--- src/rtl/branch_pkg.sv ---
// Shared types, counter encodings and the saturating-counter helper for the
// branch target buffer.
package branch_pkg;

    localparam int BP_DATA_WIDTH = 32;
    localparam int BP_ENTRIES    = 16;
    localparam int BP_IDX        = $clog2(BP_ENTRIES);
    localparam int BP_TAG_W      = BP_DATA_WIDTH - BP_IDX - 2;

    localparam logic [1:0] CTR_SNT = 2'b00;
    localparam logic [1:0] CTR_WNT = 2'b01;
    localparam logic [1:0] CTR_WT  = 2'b10;
    localparam logic [1:0] CTR_ST  = 2'b11;

    typedef struct packed {
        logic                     valid;
        logic [BP_TAG_W-1:0]      tag;
        logic [BP_DATA_WIDTH-1:0] target;
        logic [1:0]               ctr;
    } btb_entry_t;

    function automatic logic [1:0] ctr_next(input logic [1:0] ctr, input logic taken);
        logic [1:0] nxt;
        nxt = ctr;
        if (taken) begin
            if (ctr != CTR_ST) nxt = ctr + 2'd1;
        end else begin
            if (ctr != CTR_SNT) nxt = ctr - 2'd1;
        end
        return nxt;
    endfunction

endpackage

--- src/rtl/branch_predictor.sv ---
// Direct-mapped BTB with 2-bit direction counters: combinational lookup at
// fetch, training and mispredict detection from the execute stage.
module branch_predictor
    import branch_pkg::*;
#(
    parameter int DATA_WIDTH = BP_DATA_WIDTH,
    parameter int ENTRIES    = BP_ENTRIES
) (
    input  logic                  clk_i,
    input  logic                  rst_ni,
    input  logic [DATA_WIDTH-1:0] PCF_i,
    output logic                  PredTakenF_o,
    output logic [DATA_WIDTH-1:0] PredTargetF_o,
    input  logic                  UpdateE_i,
    input  logic [DATA_WIDTH-1:0] PCE_i,
    input  logic [DATA_WIDTH-1:0] PCTargetE_i,
    input  logic                  TakenE_i,
    input  logic                  PredTakenE_i,
    input  logic [DATA_WIDTH-1:0] PredTargetE_i,
    output logic                  MispredictE_o,
    output logic [DATA_WIDTH-1:0] RedirectPCE_o,
    output logic [31:0]           MispredictCount_o
);

    localparam int IDX   = $clog2(ENTRIES);
    localparam int TAG_W = DATA_WIDTH - IDX - 2;

    // The entry struct is sized by the package, so the geometry must match it.
    if (DATA_WIDTH != BP_DATA_WIDTH || ENTRIES != BP_ENTRIES) begin : g_bad_cfg
        $error("branch_predictor geometry must match branch_pkg");
    end

    logic                  valid_q  [ENTRIES];
    logic [1:0]            ctr_q    [ENTRIES];
    logic [TAG_W-1:0]      tag_q    [ENTRIES];
    logic [DATA_WIDTH-1:0] target_q [ENTRIES];
    logic [31:0]           mispredict_count_q;

    logic [IDX-1:0] f_idx;
    logic [IDX-1:0] e_idx;
    btb_entry_t     f_entry;
    btb_entry_t     e_entry;
    logic           f_hit;
    logic           e_hit;

    assign f_idx = PCF_i[IDX+1:2];
    assign e_idx = PCE_i[IDX+1:2];

    always_comb begin
        f_entry.valid  = valid_q[f_idx];
        f_entry.tag    = tag_q[f_idx];
        f_entry.target = target_q[f_idx];
        f_entry.ctr    = ctr_q[f_idx];
        e_entry.valid  = valid_q[e_idx];
        e_entry.tag    = tag_q[e_idx];
        e_entry.target = target_q[e_idx];
        e_entry.ctr    = ctr_q[e_idx];
    end

    assign f_hit = f_entry.valid && (f_entry.tag == PCF_i[DATA_WIDTH-1:IDX+2]);
    assign e_hit = e_entry.valid && (e_entry.tag == PCE_i[DATA_WIDTH-1:IDX+2]);

    assign PredTakenF_o  = f_hit & f_entry.ctr[1];
    assign PredTargetF_o = PredTakenF_o ? f_entry.target : PCF_i + DATA_WIDTH'(4);

    assign MispredictE_o = UpdateE_i &
                           ((TakenE_i != PredTakenE_i) |
                            (TakenE_i & PredTakenE_i & (PredTargetE_i != PCTargetE_i)));
    assign RedirectPCE_o = TakenE_i ? PCTargetE_i : PCE_i + DATA_WIDTH'(4);

    // Valid bits and counters carry the asynchronous reset; a not-taken miss
    // leaves the entry untouched.
    always_ff @(posedge clk_i or negedge rst_ni) begin
        if (!rst_ni) begin
            for (int i = 0; i < ENTRIES; i++) begin
                valid_q[i] <= 1'b0;
                ctr_q[i]   <= CTR_WNT;
            end
        end else if (UpdateE_i) begin
            if (e_hit) begin
                ctr_q[e_idx] <= ctr_next(e_entry.ctr, TakenE_i);
            end else if (TakenE_i) begin
                valid_q[e_idx] <= 1'b1;
                ctr_q[e_idx]   <= CTR_WT;
            end
        end
    end

    // Any taken resolution either refreshes a hit's target or allocates, so
    // tag and target are written together without a reset.
    always_ff @(posedge clk_i) begin
        if (rst_ni && UpdateE_i && TakenE_i) begin
            tag_q[e_idx]    <= PCE_i[DATA_WIDTH-1:IDX+2];
            target_q[e_idx] <= PCTargetE_i;
        end
    end

    always_ff @(posedge clk_i or negedge rst_ni) begin
        if (!rst_ni) begin
            mispredict_count_q <= 32'd0;
        end else if (MispredictE_o) begin
            mispredict_count_q <= mispredict_count_q + 32'd1;
        end
    end

    assign MispredictCount_o = mispredict_count_q;

endmodule

--- config.mk ---
export PLATFORM = sky130hd
export DESIGN_NAME = branch_predictor
export DESIGN_NICKNAME = d
export VERILOG_FILES = /design/src/rtl/branch_pkg.sv /design/src/rtl/branch_predictor.sv
export SDC_FILE = /design/constraint.sdc
export NUM_CORES = 1
export LEC_CHECK = 0
export CAP_MARGIN = 20
export CORE_ASPECT_RATIO = 0.8
export CORE_MARGIN = 3
export CORE_UTILIZATION = 60
export DETAILED_ROUTE_END_ITERATION = 8
export PLACE_DENSITY_LB_ADDON = 0.3
export SLEW_MARGIN = 10
export SYNTH_ARGS = -nofsm -noshare
export SYNTH_HDL_FRONTEND = slang
export SYNTH_SLANG_ARGS = --single-unit
--- constraint.sdc ---
create_clock -name clk_i -period 12 [get_ports clk_i]
set_input_delay 1.8 -clock clk_i [delete_from_list [all_inputs] [get_ports clk_i]]
set_output_delay 1.8 -clock clk_i [all_outputs]
set_load 0.03 [all_outputs]
; ---- Word level (Yosys, flattened, before mapping)
; Memory sizes are Yosys's and may differ from the RTL's.
; Cells that the tools add are included.
; W data, S select, Z words.
[classes]
n_addsub = 5
order_cmp = 3
n_eq_ne = 5
n_mux = 28
bitwise = 12
n_reduce_logical = 9
[ops]
columns = cell, n
row1 = $mux W32, 4
row2 = $add A32 B3 Y32 const B, 2
row3 = $eq A26 B26 Y1, 2
row4 = $add A32 B1 Y32 const B, 1
row5 = $bwmux W32, 1
row6 = $ne A32 B32 Y1, 1
row7 = $or A16 B16 Y16, 2
row8 = $mux W2, 10
row9 = $and A16 B16 Y16, 1
row10 = $bmux W2 S4, 2
row11 = $not A16 Y16, 1
row12 = $ge A5 B5 Y1 const B, 2
row13 = $not A4 Y5, 2
row14 = $bmux W1 S4, 2
row15 = $demux W2 S4, 1
row16 = $mux W1, 7
row17 = $logic_and A1 B1 Y1, 5
row18 = $lt A5 B1 Y1 const B, 1
row19 = $and A1 B1 Y1, 4
row20 = $demux W1 S4, 1
row21 = $reduce_bool A2 Y1, 2
row22 = $reduce_and A3 Y1, 1
row23 = $add A2 B1 Y2 const B, 1
row24 = $ne A2 B2 Y1 const B, 1
row25 = other kinds (5), 5
[totals]
reg_bits = 80
ramBits = 928
input_bits = 133
output_inout_bits = 98
wordCells = 97
memories = 2
[mem_list]
columns = name, depth, word_bits, read_ports, rd_ports_with_merged_regs, write_ports, line
row1 = target_q, 16, 32, 1, 0, 1, branch_predictor.sv:36  ; logic [DATA_WIDTH-1:0] target_q [ENTRIES];
row2 = tag_q, 16, 26, 2, 0, 1, branch_predictor.sv:35  ; logic [TAG_W-1:0] tag_q [ENTRIES];

; ---- Logic depth before layout (Yosys ltp)
[logic_depth]
depth_word = 11
depth_mapped = 16

; ---- Worst setup path after synthesis
; No wires, ideal clock.
[synth_timing]
kind = input to output
from = in PCF_i[2]
to = out PredTargetF_o[11]
arrival_time_ns = 4.964
t_required_ns = 10.200
path_slack_ns = 5.236
cell_stages = 9
n_path_buf = 6
cell_sequence = buf_4 buf_2 buf_2 buf_2 clkbuf_1 buf_1 mux4_2 mux4_2 mux2_1
[synth_via]
elab_chain_cells = 7
[synth_rtl]
columns = item, line
row1 = start: declaration, branch_predictor.sv:11  ; input logic [DATA_WIDTH-1:0] PCF_i,
row2 = "parallel branches: the longest is 6 deep, another holds $mem_v2 Z16 W26", --
row3 = $mux W32 *, branch_predictor.sv:64  ; assign PredTargetF_o = PredTakenF_o ? f_entry.target : PCF_i + DATA_WIDTH'(4);
row4 = end: declaration, branch_predictor.sv:13  ; output logic [DATA_WIDTH-1:0] PredTargetF_o,
; Mark *: on every way between the ends. The select of a mux whose other input is x is not followed.

; ---- Final worst setup path
[layout_timing]
from = in PCF_i[2]
to = out PredTargetF_o[2]
; The elaborated chain is that of the path after synthesis.

==> metrics.md <==
| Metric | Value |
|---|---|
| CTS Buf Count | 95 |
| Die height | 253.1 microns |
| Reg-to-Reg End | ctr_q[31]$_DFFE_PN0P_ |
| Post-Syn Area per Cell | 18.62 sq um |
| CP endpoint kind | output pin |
| CP cell instances | buf_8 > buf_12 > mux4_2 > mux4_2 > xnor2_1 > nand4_1 > nor4_1 > nand4_1 > buf_4 > mux2i_1 > clkdlybuf4s50_1 |
| Kind of critical path | in2out |
| RSZ-0062 raised after global routing | false |
| CP max stage delay | 730 ps |
| Setup Viol. Count Final | 0 |
| Min Hold Slack | 471.2 ps |
| Static Leak | 17.22 nW |
| Largest net degree at the start of global routing | 129 |
| Hold Path Class | reg2reg |
| Crit path max fanout | 122 |
| #FFs+latches synth | 1,008 |
| Worst setup path end | PredTargetF_o[2] |
| Pins Over Slew Limit | 0 |
| TNS Setup | 0 ps |
| Row count | 89 |
| Tcrit/Tclk final | 73.04% |
| EDFF count, synth | 928 |
| Clock-pin slew on the worst setup and hold paths | 60 ps |
| Synthesized instance count | 2,459 |
| Setup Buffers After CTS | 0 |
| Commonest non-fill, non-tap cell in the layout | edfxtp_1 |
| Max-Cap Viols | 0 |
| Initial core utilization | 61.29% |
| Root buf cell | clkbuf_16 |
| Core area | 0.07472 sq mm |
| Placer Congestion | 0.9192 |
| Clock sink count | 1,008 |
| Vias in the first global route | 27,408 |
| GRT Residual Overflow | 0 |
| Worst-Margin Slew | 1182 ps |
| Cells taking the most area after synthesis | edfxtp_1 (61%), mux4_2 (19%), dfrtp_1 (3.5%) |
| Fmax | 0.1141 GHz |
| R2R cell count | 8 |
| Mapped cell area | 0.04580 sq mm |
| Worst path slowest cell | clkdlybuf4s50_1 |
| R2R Setup Slk | 8150 ps |
| Async SR Flop Fraction | 7.937% |
| Initial antenna violation count | 8 |
| Min Clock Period, post-route | 8765 ps |
| WL/cell | 34.75 microns |
| Yosys cell types | 79 |
| Die ar. | 0.07970 sq mm |
| Synth-to-layout area growth | 14.55% |
| Cell taking the most area after synthesis | edfxtp_1 |
| CP Launch Type | primary input |
| Nets | 2,844 |
| # DRC | 0 |
| Final HPWL DP | 78,200 microns |
| WP data required | 10,200 ps |
| PortBufs | 230 |
| Clock latency on the worst-skew pair | 670 ps |
| Clock skew | 19.53 ps |
| Num ports | 231 |
| Global-route wire length before repair | 191,000 microns |
| First-pass iteration count of the detailed router | 8 |
| Cell count after placement | 3,608 |
| Yosys top cell area share | 60.85% |
| Arrival time worst endpoint | 6970 ps |
| Final ANT Viol Nets | 0 |
| Syn. warnings | 0 |
| Sequential fraction of the synthesis area | 65.26% |
| Gr usage total | 33.62% |
| CTS tree | built |
| Rel. slew slack | 21.21% |
| Most frequent cells in the layout | edfxtp_1 (928), mux4_2 (384), clkdlybuf4s50_1 (221) |
| Final Hold Fails | 0 |
| Share of cells above drive strength 1 | 25.45% |
| Vias/cell | 7.148 |
| Worst VDD drop | 0.1200 mV |
| Clock Tree Buf Depth | 3 |
| Post-Route WL | 131,700 microns |
| Vias after detailed routing | 27,085 |
| CTS resizes | 0 |
| Predominant post-synthesis flop cell | edfxtp_1 |
| 1st-iter DRT viols | 4,397 |
| Tot Pwr | 7.751 mW |
| Die width | 314.9 microns |
| CP Launch Point | PCF_i[2] |
| Worst r2r src | tag_q[8][14]$_DFFE_PP_ |
| Layout Cells excl Fill | 3,789 |
| Hold Buf Count CTS | 0 |
| Htree depth | 3 |
| Pwr dens | 147.7 mW/mm^2 |
| Synth Net Count | 2,599 |
| Outcome | finished, final reports clean |
-- registers in the layout (all words and copies together) (netlist names) --
register	flops
MispredictCount_o	32
ctr_q	32
tag_q	416
target_q	512
valid_q	16
-- synthesized netlist by cell type, drive strengths merged (21+ instances only) --
cell / number
nand4: 25
nand2: 110
xnor2: 86
a22oi: 21
dfrtp: 64
nand3: 42
clkbuf: 62
mux4: 384
mux2: 44
buf: 85
nor2: 80
mux2i: 83
edfxtp: 928
inv: 43
and3: 22
xor2: 84
o21ai: 41
nor3: 25
-- power by group --
| part | switching (mW) | internal, mW | total, mW |
|---|---|---|---|
| Clock | 1.32 | 1.73 | 3.06 |
| Sequential | 0.0383 | 3.89 | 3.93 |
| Combinational | 0.443 | 0.326 | 0.768 |
-- final cells by class --
| type | instances | area (sq um) |
|---|---|---|
| antenna | 6 | 15.01 |
| clock buffer | 111 | 2531 |
| clock inverter | 64 | 639.4 |
| fill | 4520 | 22260 |
| inverter | 43 | 161.4 |
| multi-input combinational | 1261 | 15150 |
| sequential | 1008 | 29890 |
| tap | 1001 | 1252 |
| timing repair buffer | 295 | 2825 |
-- how the worst min path moves through the flow --
stage	endpoint	from	depth (start not counted)	slack, ps
after floorplan	ctr_q[10]$_DFFE_PN1P_	ctr_q[10]$_DFFE_PN1P_	2	440
after global placement	ctr_q[12]$_DFFE_PN1P_	ctr_q[12]$_DFFE_PN1P_	2	450
after detailed placement	MispredictCount_o[31]$_DFFE_PN0P_	MispredictCount_o[31]$_DFFE_PN0P_	1	460
after CTS	ctr_q[10]$_DFFE_PN1P_	ctr_q[10]$_DFFE_PN1P_	2	470
after global routing	MispredictCount_o[31]$_DFFE_PN0P_	MispredictCount_o[31]$_DFFE_PN0P_	1	490
final	ctr_q[10]$_DFFE_PN1P_	ctr_q[10]$_DFFE_PN1P_	2	470
-- per-layer routing --
layer  GRT usage [%]  vias to the layer above  routed length (microns)
met5               0                        -                       27
met4           12.61                        4                     5101
met3           10.57                      311                    17910
met2           50.90                     2114                    61640
met1           46.67                    14045                    46990
li1                -                    10611                        -
-- critical path: cells and delay by family --
| kind | cells | cell delay, ps |
|---|---|---|
| buffers and inverters | 4 | 2470 |
| multiplexers | 3 | 1420 |
| AND/OR/NAND/NOR | 3 | 700 |
| XOR/XNOR | 1 | 240 |
-- stage by stage --
stage	utilization [%]	setup slack [ps]	cell area, sq um
6_report	70.21	3235	52460
5_1_grt	70.20	2919	52450
4_1_cts	70.19	3288	52450
3_5_place_dp	65.95	3349	49280
3_3_place_gp	65.95	3328	49280
2_1_floorplan	-	5236	45800
-- cells by family (layout without fill, tap and decap cells) --
| kind of cell | count (synthesis) | count (layout) | synth area share, % |
|---|---|---|---|
| xor gates and xnor gates | 170 | 170 | 3.251 |
| buffers and inverters | 190 | 513 | 1.934 |
| AOI/OAI and AO/OA | 191 | 191 | 3.224 |
| and+or+nand+nor | 381 | 381 | 4.333 |
| DFF | 1008 | 1008 | 65.26 |
| muxes | 511 | 511 | 21.78 |
| adders and majority gates | 8 | 8 | 0.2131 |
| other | 0 | 6 | 0 |
(Power assumes the default switching activity.)
